### src/rtl/hit_judge_pkg.sv
// Shared types and constants for the hit judge: bus widths, game_state codes
// and the scan FSM encoding.
package hit_judge_pkg;

   localparam int unsigned COORD_W = 10;
   localparam int unsigned HP_W    = 8;
   localparam int unsigned GS_W    = 4;

   // Game-control FSM state codes, common to the FSM and this block
   localparam logic [GS_W-1:0] GS_INITIAL   = 4'b0000;
   localparam logic [GS_W-1:0] GS_START     = 4'b0001;
   localparam logic [GS_W-1:0] GS_PLAY      = 4'b0010;
   localparam logic [GS_W-1:0] GS_COLLISION = 4'b1010;
   localparam logic [GS_W-1:0] GS_BOMB      = 4'b0110;
   localparam logic [GS_W-1:0] GS_SUCCESS   = 4'b1000;
   localparam logic [GS_W-1:0] GS_GAMEOVER  = 4'b1001;

   typedef enum logic [1:0] {
      ST_IDLE   = 2'd0,
      ST_SCAN   = 2'd1,
      ST_REPORT = 2'd2
   } judge_state_t;

endpackage

### src/rtl/hit_judge_if.sv
// Bus between the game FSM / bullet engines (master) and the hit judge (slave).
interface hit_judge_if;
   import hit_judge_pkg::*;

   logic               game_reset;
   logic               game_en;
   logic [GS_W-1:0]    game_state;
   logic               frame_start;
   logic [COORD_W-1:0] player_x;
   logic [COORD_W-1:0] player_y;
   logic [COORD_W-1:0] boss_x;
   logic [COORD_W-1:0] boss_y;
   logic               eb_valid;
   logic [COORD_W-1:0] eb_x;
   logic [COORD_W-1:0] eb_y;
   logic               eb_last;
   logic               eb_ready;
   logic               pb_valid;
   logic [COORD_W-1:0] pb_x;
   logic [COORD_W-1:0] pb_y;
   logic               pb_last;
   logic               pb_ready;
   logic               collision;
   logic               die;
   logic [HP_W-1:0]    boss_hp;
   logic               overrun;

   modport master (
      output game_reset, game_en, game_state, frame_start,
      output player_x, player_y, boss_x, boss_y,
      output eb_valid, eb_x, eb_y, eb_last,
      output pb_valid, pb_x, pb_y, pb_last,
      input  eb_ready, pb_ready, collision, die, boss_hp, overrun
   );

   modport slave (
      input  game_reset, game_en, game_state, frame_start,
      input  player_x, player_y, boss_x, boss_y,
      input  eb_valid, eb_x, eb_y, eb_last,
      input  pb_valid, pb_x, pb_y, pb_last,
      output eb_ready, pb_ready, collision, die, boss_hp, overrun
   );

endinterface

### src/rtl/hit_judge_hit_window.sv
// Square hitbox test: inclusive |dx|<=R and |dy|<=R on unsigned coordinates.
module hit_window #(
   parameter int unsigned COORD_W = 10,
   parameter int unsigned R       = 3
) (
   input  logic [COORD_W-1:0] ax,
   input  logic [COORD_W-1:0] ay,
   input  logic [COORD_W-1:0] bx,
   input  logic [COORD_W-1:0] by,
   output logic               hit_c
);

   logic [COORD_W-1:0] dx;
   logic [COORD_W-1:0] dy;

   // max minus min never wraps, so the difference is the true distance
   always_comb begin
      dx    = (ax >= bx) ? (ax - bx) : (bx - ax);
      dy    = (ay >= by) ? (ay - by) : (by - ay);
      hit_c = (32'(dx) <= R) && (32'(dy) <= R);
   end

endmodule

### src/rtl/hit_judge.sv
// Per-frame bullet/hitbox scan: raises collision for the player, tracks boss
// HP and holds die once the boss is defeated.
module hit_judge
   import hit_judge_pkg::*;
#(
   parameter int unsigned PLAYER_R     = 3,
   parameter int unsigned BOSS_R       = 24,
   parameter int unsigned BOSS_HP_INIT = 200
) (
   input logic        clk,
   input logic        hard_reset_n,
   hit_judge_if.slave bus
);

   localparam logic [HP_W-1:0] HP_INIT = HP_W'(BOSS_HP_INIT);
   localparam logic [HP_W-1:0] HIT_MAX = '1;

   judge_state_t    state_q, state_d;
   logic            hit_flag_q, hit_flag_d;
   logic            eb_done_q, eb_done_d;
   logic            pb_done_q, pb_done_d;
   logic [HP_W-1:0] hit_cnt_q, hit_cnt_d;
   logic [HP_W-1:0] boss_hp_q, boss_hp_d;
   logic            die_q, die_d;
   logic            collision_q, collision_d;
   logic            overrun_q, overrun_d;
   logic            eb_ready_q, eb_ready_d;
   logic            pb_ready_q, pb_ready_d;
   logic            start_scan;
   logic            eb_hit_c, pb_hit_c;
   logic            eb_acc_c, pb_acc_c;
   logic            hp_live_c;

   hit_window #(.COORD_W(COORD_W), .R(PLAYER_R)) u_player_win (
      .ax(bus.player_x), .ay(bus.player_y),
      .bx(bus.eb_x),     .by(bus.eb_y),
      .hit_c(eb_hit_c)
   );

   hit_window #(.COORD_W(COORD_W), .R(BOSS_R)) u_boss_win (
      .ax(bus.boss_x), .ay(bus.boss_y),
      .bx(bus.pb_x),   .by(bus.pb_y),
      .hit_c(pb_hit_c)
   );

   assign eb_acc_c  = (state_q == ST_SCAN) && bus.eb_valid && !eb_done_q;
   assign pb_acc_c  = (state_q == ST_SCAN) && bus.pb_valid && !pb_done_q;
   assign hp_live_c = bus.game_state inside {GS_PLAY, GS_COLLISION, GS_BOMB};

   assign bus.eb_ready  = eb_ready_q;
   assign bus.pb_ready  = pb_ready_q;
   assign bus.collision = collision_q;
   assign bus.die       = die_q;
   assign bus.boss_hp   = boss_hp_q;
   assign bus.overrun   = overrun_q;

   // Next-state and output logic; the frame verdict is committed on the edge
   // that closes the scan, so collision appears in the REPORT cycle.
   always_comb begin
      state_d     = state_q;
      hit_flag_d  = hit_flag_q;
      eb_done_d   = eb_done_q;
      pb_done_d   = pb_done_q;
      hit_cnt_d   = hit_cnt_q;
      boss_hp_d   = boss_hp_q;
      die_d       = die_q || (boss_hp_q == '0);
      collision_d = 1'b0;
      overrun_d   = 1'b0;
      start_scan  = 1'b0;

      case (state_q)
         ST_IDLE: begin
            if (bus.frame_start && bus.game_en) start_scan = 1'b1;
         end
         ST_SCAN: begin
            if (bus.frame_start) begin
               overrun_d  = 1'b1;
               start_scan = 1'b1;
            end else begin
               if (eb_acc_c && eb_hit_c) hit_flag_d = 1'b1;
               if (pb_acc_c && pb_hit_c && (hit_cnt_q != HIT_MAX))
                  hit_cnt_d = hit_cnt_q + HP_W'(1);
               if (eb_acc_c && bus.eb_last) eb_done_d = 1'b1;
               if (pb_acc_c && bus.pb_last) pb_done_d = 1'b1;
               if (eb_done_d && pb_done_d) begin
                  state_d     = ST_REPORT;
                  collision_d = hit_flag_d && (bus.game_state == GS_PLAY) &&
                                bus.game_en && !die_q;
                  if (hp_live_c)
                     boss_hp_d = (boss_hp_q > hit_cnt_d) ? (boss_hp_q - hit_cnt_d) : '0;
               end
            end
         end
         ST_REPORT: begin
            if (bus.frame_start) begin
               overrun_d  = 1'b1;
               start_scan = 1'b1;
            end else begin
               state_d = ST_IDLE;
            end
         end
         default: state_d = ST_IDLE;
      endcase

      if (start_scan) begin
         state_d    = ST_SCAN;
         hit_flag_d = 1'b0;
         eb_done_d  = 1'b0;
         pb_done_d  = 1'b0;
         hit_cnt_d  = '0;
      end

      // game_reset wins over every other update this cycle
      if (bus.game_reset) begin
         state_d     = ST_IDLE;
         hit_flag_d  = 1'b0;
         eb_done_d   = 1'b0;
         pb_done_d   = 1'b0;
         hit_cnt_d   = '0;
         boss_hp_d   = HP_INIT;
         die_d       = 1'b0;
         collision_d = 1'b0;
         overrun_d   = 1'b0;
      end

      eb_ready_d = (state_d == ST_SCAN) && !eb_done_d;
      pb_ready_d = (state_d == ST_SCAN) && !pb_done_d;
   end

   always_ff @(posedge clk or negedge hard_reset_n) begin
      if (!hard_reset_n) begin
         state_q     <= ST_IDLE;
         hit_flag_q  <= 1'b0;
         eb_done_q   <= 1'b0;
         pb_done_q   <= 1'b0;
         hit_cnt_q   <= '0;
         boss_hp_q   <= HP_INIT;
         die_q       <= 1'b0;
         collision_q <= 1'b0;
         overrun_q   <= 1'b0;
         eb_ready_q  <= 1'b0;
         pb_ready_q  <= 1'b0;
      end else begin
         state_q     <= state_d;
         hit_flag_q  <= hit_flag_d;
         eb_done_q   <= eb_done_d;
         pb_done_q   <= pb_done_d;
         hit_cnt_q   <= hit_cnt_d;
         boss_hp_q   <= boss_hp_d;
         die_q       <= die_d;
         collision_q <= collision_d;
         overrun_q   <= overrun_d;
         eb_ready_q  <= eb_ready_d;
         pb_ready_q  <= pb_ready_d;
      end
   end

endmodule

### src/flat_wrapper.sv
// flat-port wrapper written by rule: the top's interface ports become plain ports
module hit_judge_flat import hit_judge_pkg::*;
#(
   parameter int unsigned PLAYER_R     = 3,
   parameter int unsigned BOSS_R       = 24,
   parameter int unsigned BOSS_HP_INIT = 200
)
  (clk, hard_reset_n, bus_game_reset, bus_game_en, bus_game_state, bus_frame_start, bus_player_x, bus_player_y, bus_boss_x, bus_boss_y, bus_eb_valid, bus_eb_x, bus_eb_y, bus_eb_last, bus_pb_valid, bus_pb_x, bus_pb_y, bus_pb_last, bus_eb_ready, bus_pb_ready, bus_collision, bus_die, bus_boss_hp, bus_overrun);
  hit_judge_if bus_i ();
  input logic clk;
  input logic hard_reset_n;
  input wire logic [$bits(bus_i.game_reset)-1:0] bus_game_reset;
  input wire logic [$bits(bus_i.game_en)-1:0] bus_game_en;
  input wire logic [$bits(bus_i.game_state)-1:0] bus_game_state;
  input wire logic [$bits(bus_i.frame_start)-1:0] bus_frame_start;
  input wire logic [$bits(bus_i.player_x)-1:0] bus_player_x;
  input wire logic [$bits(bus_i.player_y)-1:0] bus_player_y;
  input wire logic [$bits(bus_i.boss_x)-1:0] bus_boss_x;
  input wire logic [$bits(bus_i.boss_y)-1:0] bus_boss_y;
  input wire logic [$bits(bus_i.eb_valid)-1:0] bus_eb_valid;
  input wire logic [$bits(bus_i.eb_x)-1:0] bus_eb_x;
  input wire logic [$bits(bus_i.eb_y)-1:0] bus_eb_y;
  input wire logic [$bits(bus_i.eb_last)-1:0] bus_eb_last;
  input wire logic [$bits(bus_i.pb_valid)-1:0] bus_pb_valid;
  input wire logic [$bits(bus_i.pb_x)-1:0] bus_pb_x;
  input wire logic [$bits(bus_i.pb_y)-1:0] bus_pb_y;
  input wire logic [$bits(bus_i.pb_last)-1:0] bus_pb_last;
  output wire logic [$bits(bus_i.eb_ready)-1:0] bus_eb_ready;
  output wire logic [$bits(bus_i.pb_ready)-1:0] bus_pb_ready;
  output wire logic [$bits(bus_i.collision)-1:0] bus_collision;
  output wire logic [$bits(bus_i.die)-1:0] bus_die;
  output wire logic [$bits(bus_i.boss_hp)-1:0] bus_boss_hp;
  output wire logic [$bits(bus_i.overrun)-1:0] bus_overrun;
  assign bus_i.game_reset = bus_game_reset;
  assign bus_i.game_en = bus_game_en;
  assign bus_i.game_state = bus_game_state;
  assign bus_i.frame_start = bus_frame_start;
  assign bus_i.player_x = bus_player_x;
  assign bus_i.player_y = bus_player_y;
  assign bus_i.boss_x = bus_boss_x;
  assign bus_i.boss_y = bus_boss_y;
  assign bus_i.eb_valid = bus_eb_valid;
  assign bus_i.eb_x = bus_eb_x;
  assign bus_i.eb_y = bus_eb_y;
  assign bus_i.eb_last = bus_eb_last;
  assign bus_i.pb_valid = bus_pb_valid;
  assign bus_i.pb_x = bus_pb_x;
  assign bus_i.pb_y = bus_pb_y;
  assign bus_i.pb_last = bus_pb_last;
  assign bus_eb_ready = bus_i.eb_ready;
  assign bus_pb_ready = bus_i.pb_ready;
  assign bus_collision = bus_i.collision;
  assign bus_die = bus_i.die;
  assign bus_boss_hp = bus_i.boss_hp;
  assign bus_overrun = bus_i.overrun;
  hit_judge #(.PLAYER_R(PLAYER_R), .BOSS_R(BOSS_R), .BOSS_HP_INIT(BOSS_HP_INIT)) u_core (.clk(clk), .hard_reset_n(hard_reset_n), .bus(bus_i));
endmodule
### config.mk
export PLATFORM = sky130hd
export DESIGN_NAME = hit_judge_flat
export DESIGN_NICKNAME = d
export VERILOG_FILES = /design/src/rtl/hit_judge_pkg.sv /design/src/rtl/hit_judge_if.sv /design/src/rtl/hit_judge_hit_window.sv /design/src/rtl/hit_judge.sv /design/src/flat_wrapper.sv
export SDC_FILE = /design/constraint.sdc
export NUM_CORES = 1
export LEC_CHECK = 0
export CAP_MARGIN = 30
export CORE_UTILIZATION = 54
export DETAILED_ROUTE_END_ITERATION = 12
export MAX_ROUTING_LAYER = met4
export PLACE_DENSITY_LB_ADDON = 0.15
export SLEW_MARGIN = 5
export SYNTH_ARGS = -nofsm -noshare
export SYNTH_HDL_FRONTEND = slang
export SYNTH_SLANG_ARGS = --single-unit
### constraint.sdc
create_clock -name clk -period 5.1 [get_ports clk]
set_input_delay 1.02 -clock clk [delete_from_list [all_inputs] [get_ports clk]]
set_output_delay 1.02 -clock clk [all_outputs]
set_load 0.05 [all_outputs]
* Word level (Yosys, flattened, before mapping) *
Cells that the tools add are included.

word-level totals
  output and inout port bits = 13
  logic and storage cells = 127
  register bits = 26
  bits of input ports = 93

operators by class
  $lt $le $gt $ge = 9
  reductions and logical operators = 34
  muxes and demuxes = 54
  $add $sub $neg = 10
  equality and inequality tests = 9

operator list
  kind                                                   number
  2-to-1 mux 8 bit                                       13
  subtractor 10 bit                                      8
  >= comparator 10 bit                                   4
  2-to-1 mux 10 bit                                      4
  2-to-1 mux 1 bit                                       30
  <= comparator 10 x 2 -> 1 bit, second input constant   2
  <= comparator 10 x 5 -> 1 bit, second input constant   2
  logical AND 1 bit                                      18
  2-to-1 mux 2 bit                                       5
  adder 8 x 1 -> 8 bit, second input constant            1
  > comparator 8 bit                                     1
  zero test 8 bit                                        1
  inequality test 8 bit, second input constant           1
  subtractor 8 bit                                       1
  case mux 2 bit (3 select lines)                        1
  nonzero test 2 bit                                     3
  nonzero test 3 bit                                     2
  zero test 1 bit                                        5
  equality test 2 x 1 -> 1 bit, second input constant    2
  equality test 4 x 2 -> 1 bit, second input constant    1
  equality test 4 x 3 -> 1 bit, second input constant    1
  equality test 4 bit, second input constant             1
  AND reduction 4 bit                                    1
  inequality test 3 x 2 -> 1 bit, second input constant  1
  other kinds (7)                                        7

* Depth between registers and ports, before layout *
Gate-level depths: netlist of run 1.

  depth after elaboration = 16
  depth in mapped cells = 26
  depth with buffers taken out = 24

* Cells and area by module *
Synthesis of run 1 repeated with hierarchy kept, for this count alone.

unflattened totals
  cell total of the unflattened synthesis = 697
  area total of the unflattened synthesis = 5388.9 µm²

modules (own cells, without submodules)
  module                            instances  cells an instance  area an instance (µm²)  sequential area each (µm²)
  hit_window (u_core.u_player_win)  1          285                1998.2                  0.0
  hit_judge                         1          186                1740.4                  654.4
  hit_window (u_core.u_boss_win)    1          226                1650.3                  0.0

* Least setup slack after synthesis of run 1 *
Ideal clock, no wire load.

  path kind = in2reg
  start = input bus_pb_y[3]
  end = register u_core.boss_hp_q[7], in the netlist u_core.bus.boss_hp[7]
  setup time = 84 ps
  path buffers = 1
  arrival time = 5484 ps
  setup slack = -467 ps
  stages on the path = 23
  data required time = 5016 ps
  cell sequence = inv_1 > ha_1 > nand4_1 > o21bai_4 > a31o_1 > and3_4 > or4_1 > o311a_1 > a311o_1 > or2_1 > buf_2 > mux2_1 > inv_1 > ha_1 > nor2b_1 > o21ai_0 > nand2b_1 > a21o_1 > a21o_1 > a21o_1 > a21oi_1 > xnor2_1 > a221o_1

between the ends
  cells in the longest elaborated chain, start to end = 16
  elaborated cells between the ends (all ways) = 19
  classes of those cells = add/sub (3); order compare (3); mux (10); reduce/logical (3)

ends and longest elaborated chain
  element                                                    RTL line                    RTL
  from (decl)                                                flat_wrapper.sv:26          input wire logic [$bits(bus_i.pb_y)-1:0] bus_pb_y;
  subtractor 10 bit or >= comparator 10 bit (tied branches)  hit_judge_hit_window.sv:19  dy = (ay >= by) ? (ay - by) : (by - ay);
  2-to-1 mux 10 bit *                                        hit_judge_hit_window.sv:19
  <= comparator 10 x 5 -> 1 bit *                            hit_judge_hit_window.sv:20  hit_c = (32'(dx) <= R) && (32'(dy) <= R);
  logical AND 1 bit *                                        hit_judge_hit_window.sv:20
  logical AND 1 bit * (2 in a row)                           hit_judge.sv:81             if (pb_acc_c && pb_hit_c && (hit_cnt_q != HIT_MAX))
  2-to-1 mux 8 bit *                                         hit_judge.sv:81
  2-to-1 mux 8 bit *                                         hit_judge.sv:76             if (bus.frame_start) begin
  2-to-1 mux 8 bit *                                         hit_judge.sv:71             case (state_q)
  subtractor 8 bit or > comparator 8 bit (tied branches)     hit_judge.sv:90             boss_hp_d = (boss_hp_q > hit_cnt_d) ? (boss_hp_q - hit_cnt_d) : '0;
  2-to-1 mux 8 bit *                                         hit_judge.sv:90
  2-to-1 mux 8 bit *                                         hit_judge.sv:89             if (hp_live_c)
  2-to-1 mux 8 bit *                                         hit_judge.sv:85             if (eb_done_d && pb_done_d) begin
  2-to-1 mux 8 bit *                                         hit_judge.sv:76
  2-to-1 mux 8 bit *                                         hit_judge.sv:71
  2-to-1 mux 8 bit *                                         hit_judge.sv:114            if (bus.game_reset) begin
  to (signal assigned)                                       hit_judge.sv:149            boss_hp_q <= boss_hp_d;
  to (decl)                                                  hit_judge.sv:23             logic [HP_W-1:0] boss_hp_q, boss_hp_d;

Mark *: on every way between the ends. The rest lies on a longest branch, timed or not. The select of a mux whose other input is x is not followed.
A chain may end at the register's enable or synchronous reset.

* Final worst setup path of run 1 *
  start = input bus_pb_y[5]
  end = register u_core.boss_hp_q[2], in the netlist u_core.bus.boss_hp[2]

Same word-level chain as after synthesis.

==> out/metrics.csv, run 1 <==
stage,metric,value,unit
synth,synth_top_cell_by_area,ha_1,
detailed_routing,routed_wl,20.0,mm
critical_path,cp.required,5.31,ns
sta,tightest_slew,0.723,ns
pwr,switching_share,0.407,
place,hpwl,12.9,mm
synth,netlist_instances,701,
grt,grt_usage,0.385,
sta,period_minus_slack,5.60,ns
detailed_routing,wl_met2,9.94,mm
clock_tree,cts_buffers,3,
detailed_routing,drc_errors,0,
run_status,violations,setup timing,
synth,ys.flop_type,dfrtp_1,
sta,grt_setup_unrepaired,true,
sta,holdWs,0.558,ns
pwr,finalPower,1.16,mW
grt,grt_pass1_vias,6561,
synth,synth_top_area_frac,0.212,
place,routabilityCongestion,0.928,
detailed_routing,drtIter0Drc,430,
detailed_routing,ant_nets,0,
synth,seq_area_frac_synth,0.124,
synth,netlist_area,5260,um2
sta,fin_setup_tns,-3.75,ns
critical_path,cp.arrival,5.80,ns
pwr,p_comb_frac,0.666,
clock_tree,ctsLongestPathBuffers,2,
place,portBuffers,105,
flow_run,maxCapViolCount,0,
finish,final_common_cell,buf_4,
clock_tree,cts_tree,done,
die,ioPinCount,106,
pwr,powerDensity,143,nW/um2
finish,diodes,0,
clock_tree,clk_latency,0.28,ns
detailed_routing,wl_per_cell,18.7,um
critical_path,start_kind,primary input,
sta,slew_violations,0,
detailed_routing,highest_layer,met4,
synth,synth_cell_types,77,
clock_tree,htree_levels,1,
synth,async_reset_ff_frac,1.00,
pwr,pwr-share-clk,0.154,
detailed_routing,dr.pass1.iters,7,
detailed_routing,wl_met1,7.75,mm
die,die_h,101,um
pwr,intPower,691,uW
detailed_routing,dr_wl_met3,1.55,mm
synth,synthTopCellsByArea,"ha_1 (21%), dfrtp_1 (11%), inv_1 (7.6%)",
sta,clock-skew-final,0.00116,ns
pwr,p_leak,3.83,nW
finish,layout_common_cells,"buf_4 (142), inv_1 (86), ha_1 (66), clkdlybuf4s50_1 (65), nand2_1 (44)",
grt,grt-ovfl-total,0,
critical_path,reg2regPathDepth,21,
die,core_area,9330,um2
finish,syn_to_final_growth,54.4,%
detailed_routing,routed_via_density,6.13,
sta,fmax,179,MHz
sta,period_share,1.10,
grt,antenna_found_initial,0,
sta,layout_setup_ws,-0.495,ns
synth,syn_area_per_cell,7.50,um2
place,dpl_worst_slack,-1.19,ns
critical_path,critPathKind,primary input to flop,
synth,yosys_register_bits,26,
die,die_width,101,um
synth,yosysWarnings,0,
sta,worst_slew_margin_rel,0.516,
clock_tree,hold_buffers,0,
grt,grt_pass1_wl,30.6,mm
worst_hold_path,hold_class,flop to flop,
finish,drive_gt1_frac,0.331,
critical_path,worstPathMaxFanout,5,
finish,nNetsFinal,1127,
worst_hold_path,whs_path_depth,2,
sta,hold_viol,0,
sta,setup_viol_count_final,8,
finish,post-route-util,0.870,
synth,synth-edff-count,0,
clock_tree,root_buffer,clkbuf_8,
synth,syn_nets,888,
die,placementRows,35,
critical_path,crit_path_end_kind,flop,
die,dieArea,10100,um2
run_status,status,finished with violations,
die,start_util,0.564,
grt,grt_start_max_net_pins,27,
pwr,p_sw,473,uW
clock_tree,cts_sinks,26,
detailed_routing,vias,6546,
pwr,peakVddDrop,0.160,mV
pwr,seq_power_share,0.180,
clock_tree,clk_pin_slew,0.10,ns
worst paths after layout:
| kind | from | end | slack, ns |
|---|---|---|---|
| min | u_core.bus.die | u_core.bus.die | 0.56 |
| min in group asynchronous | hard_reset_n | u_core.hit_cnt_q[1] | 1.13 |
| max | bus_pb_y[5] | u_core.bus.boss_hp[2] | -0.50 |
| max in group asynchronous | hard_reset_n | u_core.bus.boss_hp[3] | 3.66 |
| min reg2reg | u_core.bus.die | u_core.bus.die | 0.56 |
| max reg2reg | u_core.state_q[1] | u_core.bus.boss_hp[2] | 0.92 |
layer usage:
| metal | GRT usage | vias up |
|---|---|---|
| li1 | - | 2956 |
| met3 | 0.0603 | 98 |
| met4 | 0.156 | 0 |
| met2 | 0.672 | 396 |
| met1 | 0.439 | 3096 |
| met5 | - | - |
Yosys cell counts, types with 9 or more instances:
master and n:
o21ai_0 37, a21o_1 15, nor3_1 16, xor2_1 13, clkbuf_1 11, a31oi_1 12
dfrtp_1 23, nand2b_1 11, nand2_1 49, nor4_1 13, nand4_1 12, nor2_1 40
nor2b_1 15, a21oi_1 51, ha_1 89, inv_1 107, xnor2_1 27, mux2i_1 9
sequential cells by signal (all words and copies together), names as in the netlist:
signal	cells
u_core.hit_flag_q	1
u_core.state_q	2
u_core.bus.boss_hp	8
u_core.bus.pb_ready	1
u_core.bus.collision	1
u_core.bus.eb_ready	1
u_core.hit_cnt_q	8
u_core.bus.overrun	1
u_core.eb_done_q	1
u_core.pb_done_q	1
u_core.bus.die	1
cell families after synthesis:
logic type,count (synthesis),synth area share
flops,26,0.124
fa+ha+maj,94,0.231
xor+xnor,40,0.0666
compound gates,199,0.256
mux,12,0.0236
simple gates,206,0.208
buf+inv,124,0.0907
timing repair:
action	4_1_cts	5_1_grt
buffers inserted	32	6
resized for setup	247	17
pin swaps	74	15
setup endpoints to repair	8	8
critical path: stages:
cell	delay, ns
buf_8	0.08
inv_4	0.03
ha_4	0.28
nand4_1	0.14
buf_4	0.18
o21bai_4	0.19
a31o_1	0.26
and3_4	0.18
or4_4	0.49
o311a_1	0.14
a311o_1	0.30
or2_4	0.28
buf_6	0.13
xnor2_2	0.12
ha_2	0.20
fa_2	0.37
nor2b_2	0.15
o21ai_1	0.09
nand2b_1	0.11
a21o_1	0.13
a21o_1	0.13
a21o_1	0.15
a21oi_2	0.08
nor3_4	0.30
nand2b_4	0.12
o21ai_1	0.15
metrics by stage:
step / area, um2 / instances
2_1_floorplan: 5410 / 701
3_3_place_gp: 7360 / 1026
3_5_place_dp: 7360 / 1026
4_1_cts: 8000 / 1062
5_1_grt: 8120 / 1068
6_report: 8120 / 1068
power by group through the flow:
stage	sequential, mW	clock, mW	combinational (mW)
after floorplan	0.220	0	0.364
final	0.210	0.179	0.775
after detailed placement	0.214	0	0.636
after global placement	0.214	0	0.618
after CTS	0.210	0.173	0.707
after global routing	0.210	0.179	0.824
area by class of cell:
| cell class | count | area (um2) |
|---|---|---|
| clock inverter | 1 | 30.0 |
| fill | 480 | 1210 |
| clock buffer | 3 | 41.3 |
| tap | 129 | 161 |
| timing repair buffer | 251 | 2070 |
| multi-input combinational | 551 | 4740 |
| sequential | 26 | 654 |
| inverter | 107 | 417 |
No activity file was read; power rests on OpenSTA's default activity.
==> run 2: changes to the inputs <==
--- a/config.mk
+++ b/config.mk
@@ -9,7 +9,7 @@
 export CORE_UTILIZATION = 54
 export DETAILED_ROUTE_END_ITERATION = 12
 export MAX_ROUTING_LAYER = met4
-export PLACE_DENSITY_LB_ADDON = 0.15
+export PLACE_DENSITY = 0.83
 export SLEW_MARGIN = 5
 export SYNTH_ARGS = -nofsm -noshare
 export SYNTH_HDL_FRONTEND = slang
==> run 2 against run 1 <==
Largest cell class unchanged. Total power grew 3.8%. Critical endpoint is now u_core.bus.boss_hp[6]. Non-clock buffer count decreased by 9. Routed wire length increased by 21%. The run still ends with setup timing left. Cell count is 0.84% lower. Cell area is 0.25% higher.
==> out/metrics.csv, run 2 (synthesis gave the netlist of run 1 again) <==
stage,metric,value,unit
pwr,peakVddDrop,0.120,mV
detailed_routing,wl_per_cell,23.0,um
die,placementRows,35,
die,die_h,101,um
finish,nNetsFinal,1118,
critical_path,critPathKind,primary input to flop,
grt,grt_pass1_vias,6633,
detailed_routing,ant_nets,0,
sta,worst_slew_margin_rel,0.463,
finish,diodes,0,
sta,slew_violations,0,
grt,antenna_found_initial,0,
worst_hold_path,hold_path_end,u_core.hit_flag_q,
sta,hold_viol,0,
critical_path,cp.required,5.32,ns
grt,grt_start_max_net_pins,27,
critical_path,rr_endpoint,u_core.bus.boss_hp[6],
worst_hold_path,whs_path_depth,1,
finish,syn_to_final_growth,54.8,%
detailed_routing,vias,7018,
finish,drive_gt1_frac,0.326,
grt,grt-ovfl-total,0,
clock_tree,root_buffer,clkbuf_8,
finish,layout_common_cells,"buf_4 (133), inv_1 (86), ha_1 (67), clkdlybuf4s50_1 (65), nand2_1 (44)",
critical_path,r2r_slack,0.90,ns
worst_hold_path,worstHoldStart,u_core.hit_flag_q,
critical_path,path_buf_inv,1,
finish,final_common_cell,buf_4,
detailed_routing,drc_errors,0,
grt,grt.busiest_layer,met2,
critical_path,crit_chain,"clkdlybuf4s15_2, ha_4, nor2b_4, nor2_1, nor3b_1, a2111oi_0, mux2i_1, xnor2_1, and3_1, nand4_1, or2_4, nor2_4, xnor2_2, ha_1, nor2b_4, o21ai_2, nand2b_1, a21o_1, a21o_1, a21o_1, a21oi_2, nor3_4, a221o_1",
place,dp_cells,1018,
pwr,powerDensity,148,nW/um2
critical_path,slowest_delay,0.46,ns
run_status,status,finished with violations,
place,portBuffers,105,
clock_tree,cts_sinks,26,
critical_path,timing.critical_path.mode_cell,a21o_1,
run_status,violations,setup timing,
grt,met3_usage,0.0652,
grt,grt_usage,0.399,
sta,period_share,1.18,
critical_path,reg2regPathDepth,19,
sta,clock-skew-final,0.00514,ns
grt,grt_use_met1,0.451,
clock_tree,clk_latency,0.29,ns
detailed_routing,routed_via_density,6.63,
detailed_routing,routed_wl,24.3,mm
flow_run,maxCapViolCount,0,
critical_path,critPathSlowestCell,a2111oi_0,
critical_path,crit_path_end_kind,flop,
finish,multi_input_area,4820,um2
clock_tree,cts_buffers,3,
place,routabilityCongestion,0.992,
clock_tree,htree_levels,1,
die,start_util,0.564,
die,core_area,9330,um2
detailed_routing,dr.pass1.iters,12,
critical_path,cp.arrival,6.25,ns
clock_tree,ctsLongestPathBuffers,2,
clock_tree,clk_pin_slew,0.10,ns
sta,setup_viol_count_final,8,
sta,period_minus_slack,6.03,ns
clock_tree,cts_tree,done,
finish,post-route-util,0.873,
finish,instances_no_fill,1059,
critical_path,rr_startpoint,u_core.state_q[1],
place,hpwl,12.7,mm
grt,grt_pass1_wl,31.3,mm
sta,tightest_slew,0.785,ns
critical_path,start_kind,primary input,
sta,layout_setup_ws,-0.932,ns
grt,met2_usage,0.667,
finish,final-seq-area,654,um2
pwr,p_leak,3.81,nW
die,dieArea,10100,um2
die,ioPinCount,106,
critical_path,crit_family,simple AND/OR/NAND/NOR gates,
sta,fmax,166,MHz
critical_path,worstPathMaxFanout,4,
detailed_routing,drtIter0Drc,948,
sta,grt_setup_unrepaired,true,
worst_hold_path,hold_class,flop to flop,
die,die_width,101,um
finish,nFillCells,443,
-- run 2: cell count changes in the layout (fill, tap and decap cells not counted), sizes merged --
cell           before  now
bufinv              1    0
clkbuf              3    6
buf               178  164
clkdlybuf4s15       7   10
-- run 2: metal layers --
layer	wire, um	up-vias	part of all wire
li1	-	2944	-
met1	8310	3152	0.34
met2	10400	639	0.43
met3	3360	283	0.14
met4	2300	0	0.094
met5	0	-	0
-- run 2: per-stage QoR --
| stage | TNS [ns] | power, mW | worst slack [ns] | cell area, um2 | hold slack [ns] |
|---|---|---|---|---|---|
| 2_1_floorplan | -0.854 | 0.584 | -0.127 | 5410 | 0.474 |
| 3_3_place_gp | -6.41 | 0.823 | -0.836 | 7300 | 0.499 |
| 3_5_place_dp | -8.14 | 0.839 | -1.09 | 7300 | 0.495 |
| 4_1_cts | -0.845 | 1.06 | -0.118 | 7910 | 0.527 |
| 5_1_grt | -8.97 | 1.26 | -1.19 | 8140 | 0.570 |
| 6_report | -7.12 | 1.21 | -0.932 | 8140 | 0.534 |
-- run 2: cell type report --
class                           instances  area share
Sequential cell                        26      0.0804
Inverter                              107      0.0515
Tap cell                              129      0.0198
Timing Repair Buffer                  242       0.250
Multi-Input combinational cell        551       0.592
Clock buffer                            4     0.00676
-- run 2: timing repair --
| item | 4_1_cts | 5_1_grt |
|---|---|---|
| pin swaps | 82 | 40 |
| buffers inserted | 30 | 8 |
| hold buffers | 0 | 0 |
| endpoints found under the setup margin | 8 | 8 |
| gates resized for setup | 229 | 43 |
| endpoints found under the hold margin | 0 | 0 |
-- run 2: how the worst max path moves through the flow --
stage | cells past startpoint | endpoint | from
global route | 23 | u_core.bus.boss_hp[6] | bus_boss_y[1]
global placement | 24 | u_core.bus.boss_hp[4] | bus_pb_y[3]
finish | 23 | u_core.bus.boss_hp[6] | bus_boss_y[1]
CTS | 24 | u_core.bus.boss_hp[2] | bus_pb_y[3]
floorplan | 25 | u_core.bus.boss_hp[4] | bus_pb_y[7]
detailed placement | 24 | u_core.bus.boss_hp[5] | bus_pb_y[3]
-- run 2: power breakdown --
part	switching (mW)	internal, mW
registers	0.00158	0.209
logic	0.466	0.386
clock network	0.0763	0.0695
total	0.544	0.665
==> edit 1, RTL diff (config.mk and constraints of run 1) <==
Encoding of `judge_state_t`: now one-hot (3 bits for 3 states).
--- a/src/rtl/hit_judge_pkg.sv
+++ b/src/rtl/hit_judge_pkg.sv
@@ -17,6 +17,6 @@
 
-   typedef enum logic [1:0] {
-      ST_IDLE   = 2'd0,
-      ST_SCAN   = 2'd1,
-      ST_REPORT = 2'd2
+   typedef enum logic [2:0] {
+      ST_IDLE   = 3'b001,
+      ST_SCAN   = 3'b010,
+      ST_REPORT = 3'b100
    } judge_state_t;
Formal check against the unedited RTL: same outputs for any inputs over 10 cycles, from zero or initial values and one cycle with hard_reset_n low; not proved beyond that.
==> edit 1 against run 1 <==
  * The run still ends with setup timing left
  * Synthesized cell count rose by 6.8%
  * Design area rose by 5.7%
  * Power rose by 0.25%
  * Via count rose by 5.5%
  * Non-clock buffer count rose by 1
  * Fmax rose by 4.5%
  * Routed wire length rose by 3.5%
  * Sequential cell count rose by 1
  * Setup slack improved by 0.24 ns
  * Area after synthesis rose by 7.2%
  * Critical endpoint is now u_core.bus.boss_hp[6]
==> edit 1: results (changes against run 1) <==
* Placed inst area at 7610 um2 (+3.5%)
* 1st-pass router iterations at 6 (-1)
* Area of all placed cells without fillers at 8590 um2 (+5.7%)
* Met3 Routed Length at 1690 um (+8.6%)
* Antenna violations before repair at 1 (+1)
* Delay-heaviest family, CP: compound AO/OA/AOI/OAI gates
* Syn_nets at 932 (+5.0%)
* Setup violations, final at 8 (unchanged)
* Sequential cell area fraction in the yosys report at 0.121 (-0.00368)
* Fillers at 553 (+15%)
* Met2 wire length at 9920 um (-0.22%)
* DP Wirelength at 13,500 um (+4.4%)
* Violated checks: setup timing
* Setup Skew at 0.00693 ns (+0.00577 ns)
* Internal Power at 0.000672 W (-2.8%)
* Status: complete, but fails checks
* Worst Path Arrival at 5.56 ns (-0.24 ns)
* First-pass GRT wire length at 30,900 um (+0.99%)
* 1st-iter DRT viols at 657 (+53%)
* Leakage at 3.95 nW (+3.2%)
* Critical Path Slowest Stage Cell: ha_1
* Synth Flop Type: dfrtp_1
* Worst path max stage delay at 0.33 ns (-0.16 ns)
* GR Util met3 at 0.0426 (-0.0177)
* M2 GR Usage at 0.604 (-0.0685)
* Setup WS pre-CTS at -1.06 ns (+0.129 ns)
* PostCTS Resize Cnt at 211 (-15%)
* Vias at 6,908 (+5.5%)
* Routed WL per cell at 18.6 um (-0.63%)
* GRT Total Usage at 0.350 (-0.0349)
* Rel. slew slack at 0.480 (-0.0367)
* Vias in the first global route at 6,730 (+2.6%)
* Final nets at 1,162 (+3.1%)
* DRT met1 WL at 8010 um (+3.4%)
* Cell variety after synth at 80 (+3.9%)
* VDD IR max at 0.125 mV (-22%)
* Setup TNS Final at -1.48 ns (+2.27 ns)
* Post-CTS setup buffers at 33 (+3.1%)
* Routing usage on met1 at 0.417 (-0.0222)
* Routability cong. at 0.962 (+3.6%)
* Yosys warning count at 0 (unchanged)
* Worst-path maximum fanout at 4 (-1)
* Clk buf depth at 2 (unchanged)
* Clk slew on worst S/H paths at 0.10 ns (about the same)
* Synth cell count leaders: inv_1 (109), ha_1 (85), a21oi_1 (63), o21ai_0 (44), nor2_1 (38)
* Largest net degree at the start of global routing at 28 (+3.7%)
* Layout cells sized above 1 at 0.326 (-0.00503)
* Top post-synthesis cells by area: ha_1 (19%), dfrtp_1 (10%), inv_1 (7.3%), a21oi_1 (5.6%), o21ai_0 (3.9%)
* Final Worst Setup Slack at -0.252 ns (+0.243 ns)
[edit 1: final cells by class]
cell class | instances | share of cell area
antenna | 1 | 0.000291
clock buffer | 4 | 0.00525
inverter | 109 | 0.0503
multi-input combinational | 586 | 0.600
sequential | 27 | 0.0793
tap | 133 | 0.0194
timing repair buffer | 252 | 0.245
[edit 1: worst paths after layout]
kind	end	startpoint	slack, ns	depth (start not counted)
min in group asynchronous	u_core.bus.boss_hp[2]	hard_reset_n	1.10	2
min	u_core.hit_flag_q	u_core.hit_flag_q	0.52	1
max reg2reg	u_core.bus.boss_hp[6]	u_core.state_q[1]	0.91	20
max	u_core.bus.boss_hp[6]	bus_pb_y[4]	-0.25	26
min reg2reg	u_core.hit_flag_q	u_core.hit_flag_q	0.52	1
max in group asynchronous	u_core.state_q[0]	hard_reset_n	3.69	2
[edit 1: cells by family after synthesis]
| family | after synthesis | synth area share |
|---|---|---|
| XOR/XNOR | 37 | 0.0575 |
| adder cells (fa/ha/maj) | 90 | 0.206 |
| flip-flops | 27 | 0.121 |
| AND/OR/NAND/NOR | 210 | 0.208 |
| buffers and inverters | 136 | 0.0992 |
| multiplexers | 10 | 0.0189 |
| AO/OA/AOI/OAI | 239 | 0.289 |
[edit 1: power by group through the flow]
stage	clock (W)	sequential (W)	combinational [W]
4_1_cts	0.000124	0.000217	0.000729
6_report	0.000128	0.000217	0.000822
3_5_place_dp	0	0.000221	0.000643
5_1_grt	0.000138	0.000217	0.000872
2_1_floorplan	0	0.000224	0.000383
3_3_place_gp	0	0.000221	0.000623
[edit 1: stage by stage]
step	hold WS, ns	std cells
CTS	0.526	1102
global placement	0.489	1065
finish	0.524	1112
global route	0.557	1112
floorplan	0.474	749
detailed placement	0.501	1065
==> edit 2, RTL diff (settings of run 1) <==
Without the edit above. Set the package constant `HP_W` to 9 (it was 8).
--- a/src/rtl/hit_judge_pkg.sv
+++ b/src/rtl/hit_judge_pkg.sv
@@ -5,3 +5,3 @@
    localparam int unsigned COORD_W = 10;
-   localparam int unsigned HP_W    = 8;
+   localparam int unsigned HP_W    = 9;
    localparam int unsigned GS_W    = 4;
Ports: changed (resized bus_boss_hp); port bits go from 106 to 107. The function was not compared with the original's and may differ.
==> edit 2 against run 1 <==
  * The flow still finishes with violations (setup timing)
  * Critical path depth did not move
  * Power rose by 7.5%
  * Sequential cell count rose by 2
  * Clock skew increased by 0.013 ns
  * Worst hold slack got worse by 0.064 ns
  * Global-route usage decreased by 1.2 points
  * Design area grew 11%
  * Register-to-register slack got worse by 0.66 ns
  * Setup slack better by 0.014 ns
  * Core utilization up 0.91 points
  * Routed wire length increased by 14%
  * Fmax up 0.25%
  * Area after synthesis is 8.8% higher
  * Critical path type unchanged
  * Critical endpoint is now u_core.bus.boss_hp[6]
  * Largest cell class unchanged
  * Highest routed layer unchanged
==> edit 2: results (changes against run 1) <==
* VDD IR max at 0.116 mV (-28%)
* Port Buf Inserts at 106 (+0.95%)
* Vias at 7,191 (+9.9%)
* Sequential cell area fraction in the yosys report at 0.123 (-0.00132)
* DP Wirelength at 14,100 um (+9.4%)
* Status: complete, but fails checks
* Final Worst Setup Slack at -0.481 ns (+0.0140 ns)
* GRT Total Usage at 0.373 (-0.0116)
* Violated checks: setup timing
* Cell variety after synth at 83 (+7.8%)
* Largest net degree at the start of global routing at 29 (+7.4%)
* Layout cells sized above 1 at 0.355 (+0.0240)
* Setup violations, final at 9 (+1)
* Final non-filler cell total at 1,141 (+6.8%)
* Setup TNS Final at -3.23 ns (+0.527 ns)
* Synth Instances at 755 (+7.7%)
* Rel. slew slack at 0.499 (-0.0175)
* Vias in the first global route at 6,951 (+5.9%)
* Placed inst area at 7940 um2 (+8.0%)
* First-pass GRT wire length at 32,700 um (+6.9%)
* Routability cong. at 0.971 (+4.6%)
* Syn_nets at 944 (+6.3%)
* Setup Skew at 0.0137 ns (+0.0125 ns)
* Core Util, Final at 0.879 (+0.00905)
* Leakage at 4.26 nW (+11%)
* Fillers at 527 (+9.8%)
-- edit 2: metal layers --
metal | GRT usage | up-vias | part of all wire
li1 | - | 3194 | -
met1 | 0.430 | 3382 | 0.36
met2 | 0.672 | 474 | 0.51
met3 | 0.0268 | 141 | 0.070
met4 | 0.146 | 0 | 0.060
met5 | - | - | 0
-- edit 2: layout make-up --
type                            instances  area share
Clock buffer                            4     0.00609
Inverter                              109      0.0469
Tap cell                              136      0.0188
Multi-Input combinational cell        595       0.600
Timing Repair Buffer                  269       0.250
Sequential cell                        28      0.0779
-- edit 2: path summary, 6_finish.rpt --
path	startpoint	end	slack, ns	depth (start not counted)
setup / recovery	bus_boss_x[6]	u_core.bus.boss_hp[6]	-0.48	26
hold / removal	u_core.hit_flag_q	u_core.hit_flag_q	0.49	1
setup reg to reg	u_core.hit_cnt_q[0]	u_core.bus.boss_hp[6]	0.26	23
hold reg to reg	u_core.hit_flag_q	u_core.hit_flag_q	0.49	1
max in group asynchronous	hard_reset_n	u_core.bus.boss_hp[6]	3.69	2
min in group asynchronous	hard_reset_n	u_core.bus.pb_ready	1.11	2
-- edit 2: where the power goes --
part,internal [W],total (W),switching [W]
Sequential,0.000225,0.000226,0.00000143
Clock,0.0000695,0.000146,0.0000761
Combinational,0.000430,0.000880,0.000450
Total,0.000724,0.00125,0.000527
-- edit 2: kinds of logic after synthesis --
| logic type | count (synthesis) | share of synthesized area |
|---|---|---|
| and+or+nand+nor | 238 | 0.231 |
| AOI/OAI and AO/OA | 212 | 0.258 |
| buffers and inverters | 132 | 0.0905 |
| adders and majority gates | 96 | 0.216 |
| xor gates and xnor gates | 31 | 0.0475 |
| DFF | 28 | 0.123 |
| muxes | 18 | 0.0337 |
